===== config.mk =====
export PLATFORM = sky130hd
export DESIGN_NAME = joybus_poll_sched
export DESIGN_NICKNAME = d
export VERILOG_FILES = /design/src/rtl/joybus_pkg.sv /design/src/rtl/joybus_poll_timer.sv /design/src/rtl/joybus_poll_sched.sv
export SDC_FILE = /design/constraint.sdc
export NUM_CORES = 1
export LEC_CHECK = 0
export BUFFER_PORTS_ARGS = -buffer_cell sky130_fd_sc_hd__buf_2
export CORE_MARGIN = 5
export CORE_UTILIZATION = 40
export DETAILED_ROUTE_END_ITERATION = 10
export GPL_ROUTABILITY_DRIVEN = 0
export PLACE_DENSITY = 0.66
export SYNTH_ARGS = -nofsm -noshare
export SYNTH_HDL_FRONTEND = slang
export SYNTH_HIERARCHICAL = 1
export SYNTH_SLANG_ARGS = --single-unit
export TNS_END_PERCENT = 50

===== constraint.sdc =====
create_clock -name clk -period 2.4 [get_ports clk]
set_input_delay 0.12 -clock clk [delete_from_list [all_inputs] [get_ports clk]]
set_output_delay 0.12 -clock clk [all_outputs]
set_load 0.01 [all_outputs]

===== src/rtl/joybus_pkg.sv =====
`default_nettype none
// ============================================================================
// Module      : joybus_pkg
// Description : Joybus command codes, response lengths and scheduler types.
// Revision    : 1.0 - initial release
// ============================================================================
package joybus_pkg;

    localparam logic [7:0] CMD_INFO     = 8'h00;
    localparam logic [7:0] CMD_POLL     = 8'h01;
    localparam logic [3:0] INFO_RSP_LEN = 4'd3;
    localparam logic [3:0] POLL_RSP_LEN = 4'd4;

    typedef enum logic [2:0] {
        ST_IDLE    = 3'd0,
        ST_ISSUE   = 3'd1,
        ST_TX_WAIT = 3'd2,
        ST_RX_WAIT = 3'd3,
        ST_EVAL    = 3'd4,
        ST_GAP     = 3'd5
    } state_t;

    typedef enum logic [1:0] {
        CK_INFO = 2'd0,
        CK_POLL = 2'd1,
        CK_HOST = 2'd2
    } cmd_kind_t;

    // Host commands have no known reply length, so any non-empty reply counts.
    function automatic logic rsp_len_ok(input cmd_kind_t kind, input logic [3:0] n);
        case (kind)
            CK_INFO: return n == INFO_RSP_LEN;
            CK_POLL: return n == POLL_RSP_LEN;
            default: return n != 4'd0;
        endcase
    endfunction

endpackage
`default_nettype wire


===== src/rtl/joybus_poll_timer.sv =====
`default_nettype none
// ============================================================================
// Module      : joybus_poll_timer
// Description : Free-running poll period timer raising a sticky poll_due flag.
// Revision    : 1.0 - initial release
// ============================================================================
module joybus_poll_timer #(
    parameter int POLL_PERIOD = 833333
) (
    input  logic clk,
    input  logic rst_n,
    input  logic enable_i,
    input  logic clr_i,
    output logic poll_due_o
);

    localparam int             CW   = (POLL_PERIOD > 1) ? $clog2(POLL_PERIOD) : 1;
    localparam logic [CW-1:0]  LAST = CW'(POLL_PERIOD - 1);

    logic [CW-1:0] cnt_q, cnt_d;
    logic          due_q, due_d;

    // A wrap on the same cycle as a clear starts a fresh period, so set wins.
    always_comb begin
        cnt_d = cnt_q;
        due_d = due_q;
        if (!enable_i) begin
            cnt_d = '0;
            due_d = 1'b0;
        end else begin
            if (clr_i) begin
                due_d = 1'b0;
            end
            if (cnt_q == LAST) begin
                cnt_d = '0;
                due_d = 1'b1;
            end else begin
                cnt_d = cnt_q + 1'b1;
            end
        end
    end

    always_ff @(posedge clk or negedge rst_n) begin
        if (!rst_n) begin
            cnt_q <= '0;
            due_q <= 1'b0;
        end else begin
            cnt_q <= cnt_d;
            due_q <= due_d;
        end
    end

    assign poll_due_o = due_q;

endmodule
`default_nettype wire


===== src/rtl/joybus_poll_sched.sv =====
`default_nettype none
// ============================================================================
// Module      : joybus_poll_sched
// Description : Joybus controller poll scheduler with presence tracking.
//               Optional host command port enabled by JOYBUS_HOST_CMD_EN.
// Revision    : 1.0 - initial release
// ============================================================================
module joybus_poll_sched
    import joybus_pkg::*;
#(
    parameter int POLL_PERIOD = 833333,
    parameter int RX_TIMEOUT  = 10000,
    parameter int GAP_CYCLES  = 1000,
    parameter int MISS_LIMIT  = 3
) (
    input  logic       clk,
    input  logic       rst_n,
    input  logic       enable_i,
    input  logic       host_req_i,
    input  logic [7:0] host_cmd_i,
    output logic       host_ack_o,
    output logic       tx_start_o,
    output logic [7:0] tx_byte_o,
    input  logic       tx_done_i,
    input  logic       rx_done_i,
    input  logic [3:0] rx_byte_cnt_i,
    input  logic       rx_err_i,
    output logic       poll_stb_o,
    output logic       dev_present_o,
    output logic [7:0] timeout_cnt_o,
    output logic       busy_o
);

    localparam int             WMAX     = (RX_TIMEOUT > GAP_CYCLES) ? RX_TIMEOUT : GAP_CYCLES;
    localparam int             WW       = $clog2(WMAX + 1);
    localparam logic [WW-1:0]  RX_LAST  = WW'(RX_TIMEOUT - 1);
    localparam logic [WW-1:0]  GAP_LAST = WW'(GAP_CYCLES - 1);
    localparam int             MW       = $clog2(MISS_LIMIT + 1);
    localparam logic [MW-1:0]  MISS_LAST = MW'(MISS_LIMIT - 1);

    state_t          state_q, state_d;
    cmd_kind_t       kind_q, kind_d;
    logic [7:0]      tx_byte_q, tx_byte_d;
    logic            tx_start_q, tx_start_d;
    logic            host_ack_q, host_ack_d;
    logic [WW-1:0]   wait_q, wait_d;
    logic            ok_q, ok_d;
    logic [MW-1:0]   miss_q, miss_d;
    logic            dev_q, dev_d;
    logic            poll_stb_q, poll_stb_d;
    logic [7:0]      tmo_q, tmo_d;

    logic            w_poll_due;
    logic            w_poll_clr;
    logic            w_host_req;
    logic [7:0]      w_host_cmd;

`ifdef JOYBUS_HOST_CMD_EN
    assign w_host_req = host_req_i;
    assign w_host_cmd = host_cmd_i;
    assign host_ack_o = host_ack_q;
`else
    logic unused_host;
    assign w_host_req  = 1'b0;
    assign w_host_cmd  = CMD_INFO;
    assign host_ack_o  = 1'b0;
    assign unused_host = ^{host_req_i, host_cmd_i, host_ack_q};
`endif

    joybus_poll_timer #(
        .POLL_PERIOD (POLL_PERIOD)
    ) u_timer (
        .clk        (clk),
        .rst_n      (rst_n),
        .enable_i   (enable_i),
        .clr_i      (w_poll_clr),
        .poll_due_o (w_poll_due)
    );

    always_comb begin
        state_d    = state_q;
        kind_d     = kind_q;
        tx_byte_d  = tx_byte_q;
        tx_start_d = 1'b0;
        host_ack_d = 1'b0;
        wait_d     = wait_q;
        ok_d       = ok_q;
        miss_d     = miss_q;
        dev_d      = dev_q;
        poll_stb_d = 1'b0;
        tmo_d      = tmo_q;
        w_poll_clr = 1'b0;

        case (state_q)
            ST_IDLE: begin
                wait_d = '0;
                // Host request has priority; a pending poll stays due for later.
                if (enable_i && (w_host_req || w_poll_due)) begin
                    state_d = ST_ISSUE;
                    if (w_host_req) begin
                        kind_d = CK_HOST;
                    end else begin
                        kind_d     = dev_q ? CK_POLL : CK_INFO;
                        w_poll_clr = 1'b1;
                    end
                end
            end
            ST_ISSUE: begin
                tx_start_d = 1'b1;
                state_d    = ST_TX_WAIT;
                case (kind_q)
                    CK_HOST: begin
                        tx_byte_d  = w_host_cmd;
                        host_ack_d = 1'b1;
                    end
                    CK_POLL: tx_byte_d = CMD_POLL;
                    default: tx_byte_d = CMD_INFO;
                endcase
            end
            ST_TX_WAIT: begin
                if (tx_done_i) begin
                    state_d = ST_RX_WAIT;
                    wait_d  = '0;
                end
            end
            ST_RX_WAIT: begin
                if (rx_done_i) begin
                    ok_d    = !rx_err_i && rsp_len_ok(kind_q, rx_byte_cnt_i);
                    state_d = ST_EVAL;
                end else if (wait_q == RX_LAST) begin
                    ok_d    = 1'b0;
                    state_d = ST_EVAL;
                    if (tmo_q != 8'hFF) begin
                        tmo_d = tmo_q + 8'd1;
                    end
                end else begin
                    wait_d = wait_q + 1'b1;
                end
            end
            ST_EVAL: begin
                state_d = ST_GAP;
                wait_d  = '0;
                if (ok_q) begin
                    miss_d     = '0;
                    dev_d      = 1'b1;
                    poll_stb_d = (kind_q == CK_POLL);
                end else if (miss_q == MISS_LAST) begin
                    miss_d = '0;
                    dev_d  = 1'b0;
                end else begin
                    miss_d = miss_q + 1'b1;
                end
            end
            ST_GAP: begin
                if (wait_q == GAP_LAST) begin
                    state_d = ST_IDLE;
                end else begin
                    wait_d = wait_q + 1'b1;
                end
            end
            default: state_d = ST_IDLE;
        endcase
    end

    always_ff @(posedge clk or negedge rst_n) begin
        if (!rst_n) begin
            state_q    <= ST_IDLE;
            kind_q     <= CK_INFO;
            tx_byte_q  <= CMD_INFO;
            tx_start_q <= 1'b0;
            host_ack_q <= 1'b0;
            wait_q     <= '0;
            ok_q       <= 1'b0;
            miss_q     <= '0;
            dev_q      <= 1'b0;
            poll_stb_q <= 1'b0;
            tmo_q      <= 8'd0;
        end else begin
            state_q    <= state_d;
            kind_q     <= kind_d;
            tx_byte_q  <= tx_byte_d;
            tx_start_q <= tx_start_d;
            host_ack_q <= host_ack_d;
            wait_q     <= wait_d;
            ok_q       <= ok_d;
            miss_q     <= miss_d;
            dev_q      <= dev_d;
            poll_stb_q <= poll_stb_d;
            tmo_q      <= tmo_d;
        end
    end

    assign tx_start_o    = tx_start_q;
    assign tx_byte_o     = tx_byte_q;
    assign poll_stb_o    = poll_stb_q;
    assign dev_present_o = dev_q;
    assign timeout_cnt_o = tmo_q;
    assign busy_o        = (state_q != ST_IDLE);

endmodule
`default_nettype wire


==> results of run 1 <==
how the worst max path moves through the flow:
stage / startpoint / endpoint / slack (ns) / depth (start not counted)
2_1_floorplan: wait_q[0]$_DFFE_PN0P_ / wait_q[4]$_DFFE_PN0P_ / 0.67 / 7
3_3_place_gp: state_q[0]$_DFFE_PN0P_ / wait_q[5]$_DFFE_PN0P_ / 0.34 / 5
3_5_place_dp: state_q[0]$_DFFE_PN0P_ / wait_q[5]$_DFFE_PN0P_ / 0.28 / 5
4_1_cts: state_q[0]$_DFFE_PN0P_ / wait_q[5]$_DFFE_PN0P_ / 0.26 / 5
5_1_grt: state_q[0]$_DFFE_PN0P_ / wait_q[2]$_DFFE_PN0P_ / 0.13 / 5
6_report: state_q[0]$_DFFE_PN0P_ / wait_q[5]$_DFFE_PN0P_ / 0.26 / 5
what timing repair did:
action                                  4_1_cts  5_1_grt
setup buffers                                 0        0
hold buffers                                  1        0
endpoints found under the setup margin        0        0
hold endpoints to repair                     15        0
synth_stat cells (3+ instances only):
master     instances
a22o_1             3
xnor2_1           18
buf_2              3
a21oi_1           12
nor4b_1            3
nand4b_1           3
nand4bb_1          6
o21ai_0            9
nor2b_1            4
and3_1             6
buf_4             11
nand2_1           37
nor3_2             3
nor3_1            10
nand3_1           13
nand2b_1           6
dfrtp_1           54
inv_1              9
xor2_1             5
nor4_1             7
ha_1               5
nand4_1            7
nor2_1            36
layout make-up:
class | instances | area, sq um
multi-input cells | 243 | 1594
clock buffers | 5 | 68.82
fillers | 742 | 4242
well taps | 102 | 127.6
clock inverters | 3 | 40.04
repair buffers | 27 | 150.1
flip-flops and latches | 54 | 1351
inverters | 9 | 33.78
per-stage QoR:
| step | util (%) | area [sq um] | hold WS (ns) |
|---|---|---|---|
| 5_1_grt | 44.24 | 3366 | 0.06544 |
| 4_1_cts | 44.24 | 3366 | 0.05776 |
| 3_5_place_dp | 42.68 | 3247 | 0.07826 |
| 3_3_place_gp | 42.68 | 3247 | 0.07428 |
| 6_report | 44.24 | 3366 | 0.06574 |
| 2_1_floorplan | - | 3099 | -0.1756 |
report_power, final:
part	internal, uW	switching (uW)
registers	977	107
logic	239	343
clock network	308	310
total	1520	760
flip-flops by register name, summed over array words and instances, names as in the netlist:
| register | flops |
|---|---|
| u_timer/cnt_q | 20 |
| wait_q | 14 |
| timeout_cnt_o | 8 |
| state_q | 3 |
| miss_q | 2 |
| dev_present_o | 1 |
| kind_q | 1 |
| ok_q | 1 |
| poll_stb_o | 1 |
| tx_byte_o | 1 |
| tx_start_o | 1 |
| u_timer/poll_due_o | 1 |
layer usage:
metal,vias to the layer above,track usage [%],part of all wire [%],routed length (microns)
met5,-,0,0,0
met4,0,5.005,1.7,102
met3,9,3.087,3.5,217
met2,33,21.72,48,2939
met1,1102,17.71,47,2862
li1,1150,-,-,-
placed cells by master, fill, tap and decap left out, types with 6 or more instances in the layout:
master     count
inv_1          9
o21ai_0        9
a21oi_1       12
conb_1         8
nand2_1       37
nand2b_1       6
xnor2_1       18
and3_1         6
nor4_1         7
nand4_1        7
buf_2         22
nand3_1       13
nor3_1        10
nand4bb_1      6
nor2_1        36
dfrtp_1       54
kinds of logic after synthesis:
family                     synth area share [%]
AOI/OAI and AO/OA                         9.894
xor gates and xnor gates                  6.555
adders and majority gates                 2.036
buffers and inverters                     5.008
DFF                                       43.97
muxes                                     1.384
other                                    0.1220
and+or+nand+nor                           31.03
==> results.toml, run 1 <==
[finish]
final_cell_count_no_fill = 443
num_antenna_cells = 0
nets = 364
layout-drive-gt1-share_pct = 15.54
area_growth_pct = 9.528

[clocking]
clk_latency_ns = 0.31
clk_path_buf_depth = 2
cts_resized = 0
clk_pin_slew_ns = 0.10
cts_buffers = 5
tritoncts = "done"
h-tree-depth = 2
cts_root_buf = "clkbuf_8"
cts.sinks = 54

[global_route]
grt_pass1_vias = 2275
overflow = 0
gr-usage-all-layers_pct = 13.49
grt_start_max_net_pins = 27
antenna_found_initial = 0
grt_pass1_wl_mm = 10.79

[logic_synthesis]
syn-instance-count = 315
ys_ff_latch = 54
yosys-top-cells-area = "dfrtp_1 (44%), xnor2_1 (5.1%), nand2_1 (4.5%)"
netlist.area_leader.share_pct = 43.97
synth-warning-count = 6
syn_area_sq_mm = 0.003073
synth_largest_area_cell = "dfrtp_1"
async_flop_share_pct = 100.0
yosysUniqueCellTypes = 56
synthFlopType = "dfrtp_1"
seq_area_frac_synth_pct = 43.97
synth-edff-count = 0
syn_area_per_cell_sq_um = 9.755

[flow_run]
drv_cap = 0

[timing]
max_freq_mhz = 466.8
layout_setup_ws_ns = 0.2576
slew_viol_final = 0
skew_ns = 0.009488
fin_crit_ns = 2.142
fin_tns_setup_ns = 0
rsz0062_at_grt = "no"
hold_viol = 0
max-slew-margin-rel_pct = 52.36
setup_viol = 0
worstMarginPinSlew_ns = 0.7119
period_share_pct = 89.27

[setup_path]
max_stage_delay_ns = 0.57
cp_max_fo = 12
path_buf_inv = 0
crit_slowest_cell = "nor2_1"
r2r_setup_slack_ns = 0.26
r2r_end = "wait_q[5]$_DFFE_PN0P_"
cp.arrival_ns = 2.35
cp_cell_sequence = "nand2b_1 -> o221a_2 -> nor2_1 -> o21ai_0 -> a22o_1"
required_ns = 2.61
rr_worst_depth = 5
worstSetupStartpointType = "flip-flop"
cpLargestDelayFamily = "simple AND/OR/NAND/NOR gates"
worstSetupPathType = "reg2reg"
r2r_start = "state_q[0]$_DFFE_PN0P_"
end_kind = "flip-flop"

[floorplanning]
fp.dieW_microns = 97.65
core.rowCount = 32
die_area_sq_mm = 0.009536
start_util_pct = 40.39
die_y_microns = 97.65
io_pins = 40
design.core.area_sq_mm = 0.007607

[min_path]
min_to = "u_timer/poll_due_o$_DFFE_PN0P_"
hold_path_depth = 2
hold_path_startpoint = "enable_i"
hold_path_class = "in2reg"

[route]
routed_via_density = 5.178
postRouteAntennaNets = 0
routed_wirelength_mm = 6.121
drt-initial-drc-count = 83
drcViolationCount = 0
vias = 2294
routedWlPerCell_microns = 13.82
dr.pass1.iters = 5

[placed_design]
dp_hpwl_mm = 4.375
io_buffers = 22
pre_cts_ws_ns = 0.2759
dp_cells = 434

[pwr]
peakVddDrop_mv = 0.2693
power_density_mw_per_mm2 = 678.5
leakage_uw = 0.001469
power_uw = 2284

[status]
status = "finished clean"
Note: power is estimated with default switching activity, not from simulation.
==> run 2: changes to the inputs <==
--- a/config.mk
+++ b/config.mk
@@ -7,10 +7,10 @@
 export LEC_CHECK = 0
 export BUFFER_PORTS_ARGS = -buffer_cell sky130_fd_sc_hd__buf_2
 export CORE_MARGIN = 5
-export CORE_UTILIZATION = 40
+export CORE_UTILIZATION = 35
 export DETAILED_ROUTE_END_ITERATION = 10
 export GPL_ROUTABILITY_DRIVEN = 0
-export PLACE_DENSITY = 0.66
+export PLACE_DENSITY = 0.6
 export SYNTH_ARGS = -nofsm -noshare
 export SYNTH_HDL_FRONTEND = slang
 export SYNTH_HIERARCHICAL = 1
==> run 2 against run 1 <==
Compared with the run above:
- sequential share of layout area shrank 0.089 points
- fmax grew 12%
- routed wire length grew 2.5%
- total power grew 1.2%
- core utilization shrank 5.2 points
- largest cell class unchanged
- largest power group unchanged
==> results.toml, run 2 (synthesis results as in run 1) <==
[timing]
worstMarginPinSlew_ns = 0.5057
fin_tns_setup_ns = 0
layout_setup_ws_ns = 0.4887
period_share_pct = 79.64
fin_crit_ns = 1.911
max_freq_mhz = 523.2
setup_viol = 0
hold_viol = 0
max-slew-margin-rel_pct = 66.16
slew_viol_final = 0
rsz0062_at_grt = "no"
skew_ns = 0.01674

[global_route]
overflow = 0
antenna_found_initial = 0
grt_start_max_net_pins = 33
grt_pass1_wl_mm = 10.90
grt_pass1_vias = 2284
gr-usage-all-layers_pct = 11.86

[setup_path]
r2r_end = "wait_q[7]$_DFFE_PN0P_"
worstSetupEndpoint = "wait_q[7]$_DFFE_PN0P_"
cp.arrival_ns = 2.11
required_ns = 2.59
rr_worst_depth = 7
worstSetupPathType = "reg2reg"
r2r_start = "wait_q[0]$_DFFE_PN0P_"
cp_cell_sequence = "ha_1 -> nand4b_4 -> nor4_4 -> nor2_1 -> buf_4 -> a41oi_1 -> a21oi_1"
cp_max_fo = 11
critPathLaunch = "wait_q[0]$_DFFE_PN0P_"
end_kind = "flip-flop"
r2r_setup_slack_ns = 0.49
max_stage_delay_ns = 0.43
crit_slowest_cell = "dfrtp_1"
worstSetupStartpointType = "flip-flop"

[pwr]
power_uw = 2311
power_density_mw_per_mm2 = 685.0
leakage_uw = 0.001464
peakVddDrop_mv = 0.3299

[clocking]
clk_path_buf_depth = 2
tritoncts = "done"
cts_setup_buffers = 0
clk_pin_slew_ns = 0.11
h-tree-depth = 2
cts_resized = 0
clk_latency_ns = 0.32
cts_buffers = 5
cts.sinks = 54
cts_root_buf = "clkbuf_8"

[route]
drcViolationCount = 0
dr.pass1.iters = 4
met1_length_mm = 2.920
wl_met2_mm = 2.975
routedWlPerCell_microns = 14.00
routed_wirelength_mm = 6.271
top_layer_used = "met4"
routed_via_density = 5.212
dr_wl_met3_microns = 313
vias = 2335
postRouteAntennaNets = 0
drt-initial-drc-count = 125

[finish]
num_antenna_cells = 0
multiInputGateArea_sq_mm = 0.001594
final_cell_count_no_fill = 448
fill_cells = 874
largest_register_ffs = 20
nets = 363
utilization_pct = 39.06
final_common_cell = "dfrtp_1"
final_cell_mix = "dfrtp_1 (54), nand2_1 (37), nor2_1 (36), buf_2 (22), xnor2_1 (18)"
top_register = "u_timer/cnt_q"
layout-drive-gt1-share_pct = 15.29
area_growth_pct = 9.772
seq_area_sq_mm = 0.001351

[floorplanning]
die_area_sq_mm = 0.01075
core.rowCount = 34
design.core.area_sq_mm = 0.008636
io_pins = 40
fp.dieW_microns = 103.7
die_y_microns = 103.7
start_util_pct = 35.58

[placed_design]
dp_hpwl_mm = 4.511
pre_cts_ws_ns = 0.4815
io_buffers = 22
dp_cells = 439

[min_path]
hold_path_class = "in2reg"

[status]
status = "finished clean"

[flow_run]
drv_cap = 0
## run 2: changes by cell type in the layout (fill, tap and decap cells not counted), sizes merged
cell,delta
buf,-1
clkinv,-1
inv,+1
## run 2: power by group
group / total [uW] / switching, uW / leakage [uW] / internal, uW
Sequential: 1100 / 122 / 0.000744 / 977
Clock: 639 / 322 / 0.0000587 / 317
Combinational: 573 / 330 / 0.000662 / 244
Total: 2310 / 774 / 0.00146 / 1540
## run 2: how the worst min path moves through the flow
stage / start / end / cells past startpoint
3_5_place_dp: rst_n / miss_q[0]$_DFFE_PN0P_ / 1
3_3_place_gp: rst_n / miss_q[1]$_DFFE_PN0P_ / 1
4_1_cts: rx_byte_cnt_i[3] / ok_q$_DFFE_PN0P_ / 4
5_1_grt: enable_i / u_timer/poll_due_o$_DFFE_PN0P_ / 2
6_report: rx_byte_cnt_i[3] / ok_q$_DFFE_PN0P_ / 4
2_1_floorplan: rst_n / dev_present_o$_DFFE_PN0P_ / 0
## run 2: area by class of cell
class	count	area share, %
Multi-Input combinational cell	243	47.26
Timing Repair Buffer	26	4.228
Clock inverter	3	1.409
Tap cell	108	4.006
Sequential cell	54	40.06
Inverter	9	1.001
Clock buffer	5	2.040
## run 2: metal layers
layer,vias up,global-route usage (%)
li1,1149,-
met1,1140,16.17
met2,41,17.94
met3,5,4.042
met4,0,3.238
met5,-,0
## run 2: timing repair
item	4_1_cts	5_1_grt
hold endpoints to repair	22	0
hold buffers	1	0
endpoints found under the setup margin	0	0
## run 2: stage by stage
| stage | hold WS (ns) | area [sq um] |
|---|---|---|
| floorplan | -0.1756 | 3099 |
| global placement | 0.1144 | 3247 |
| detailed placement | 0.1298 | 3247 |
| CTS | 0.05094 | 3373 |
| global route | 0.05378 | 3373 |
| finish | 0.05110 | 3373 |
## run 2: critical path, delay by kind of cell (launching register included)
kind                       cells  cell delay [ns]
and+or+nand+nor                3             0.60
DFF                            1             0.43
adders and majority gates      1             0.32
AOI/OAI and AO/OA              2             0.28
buffers and inverters          1             0.18
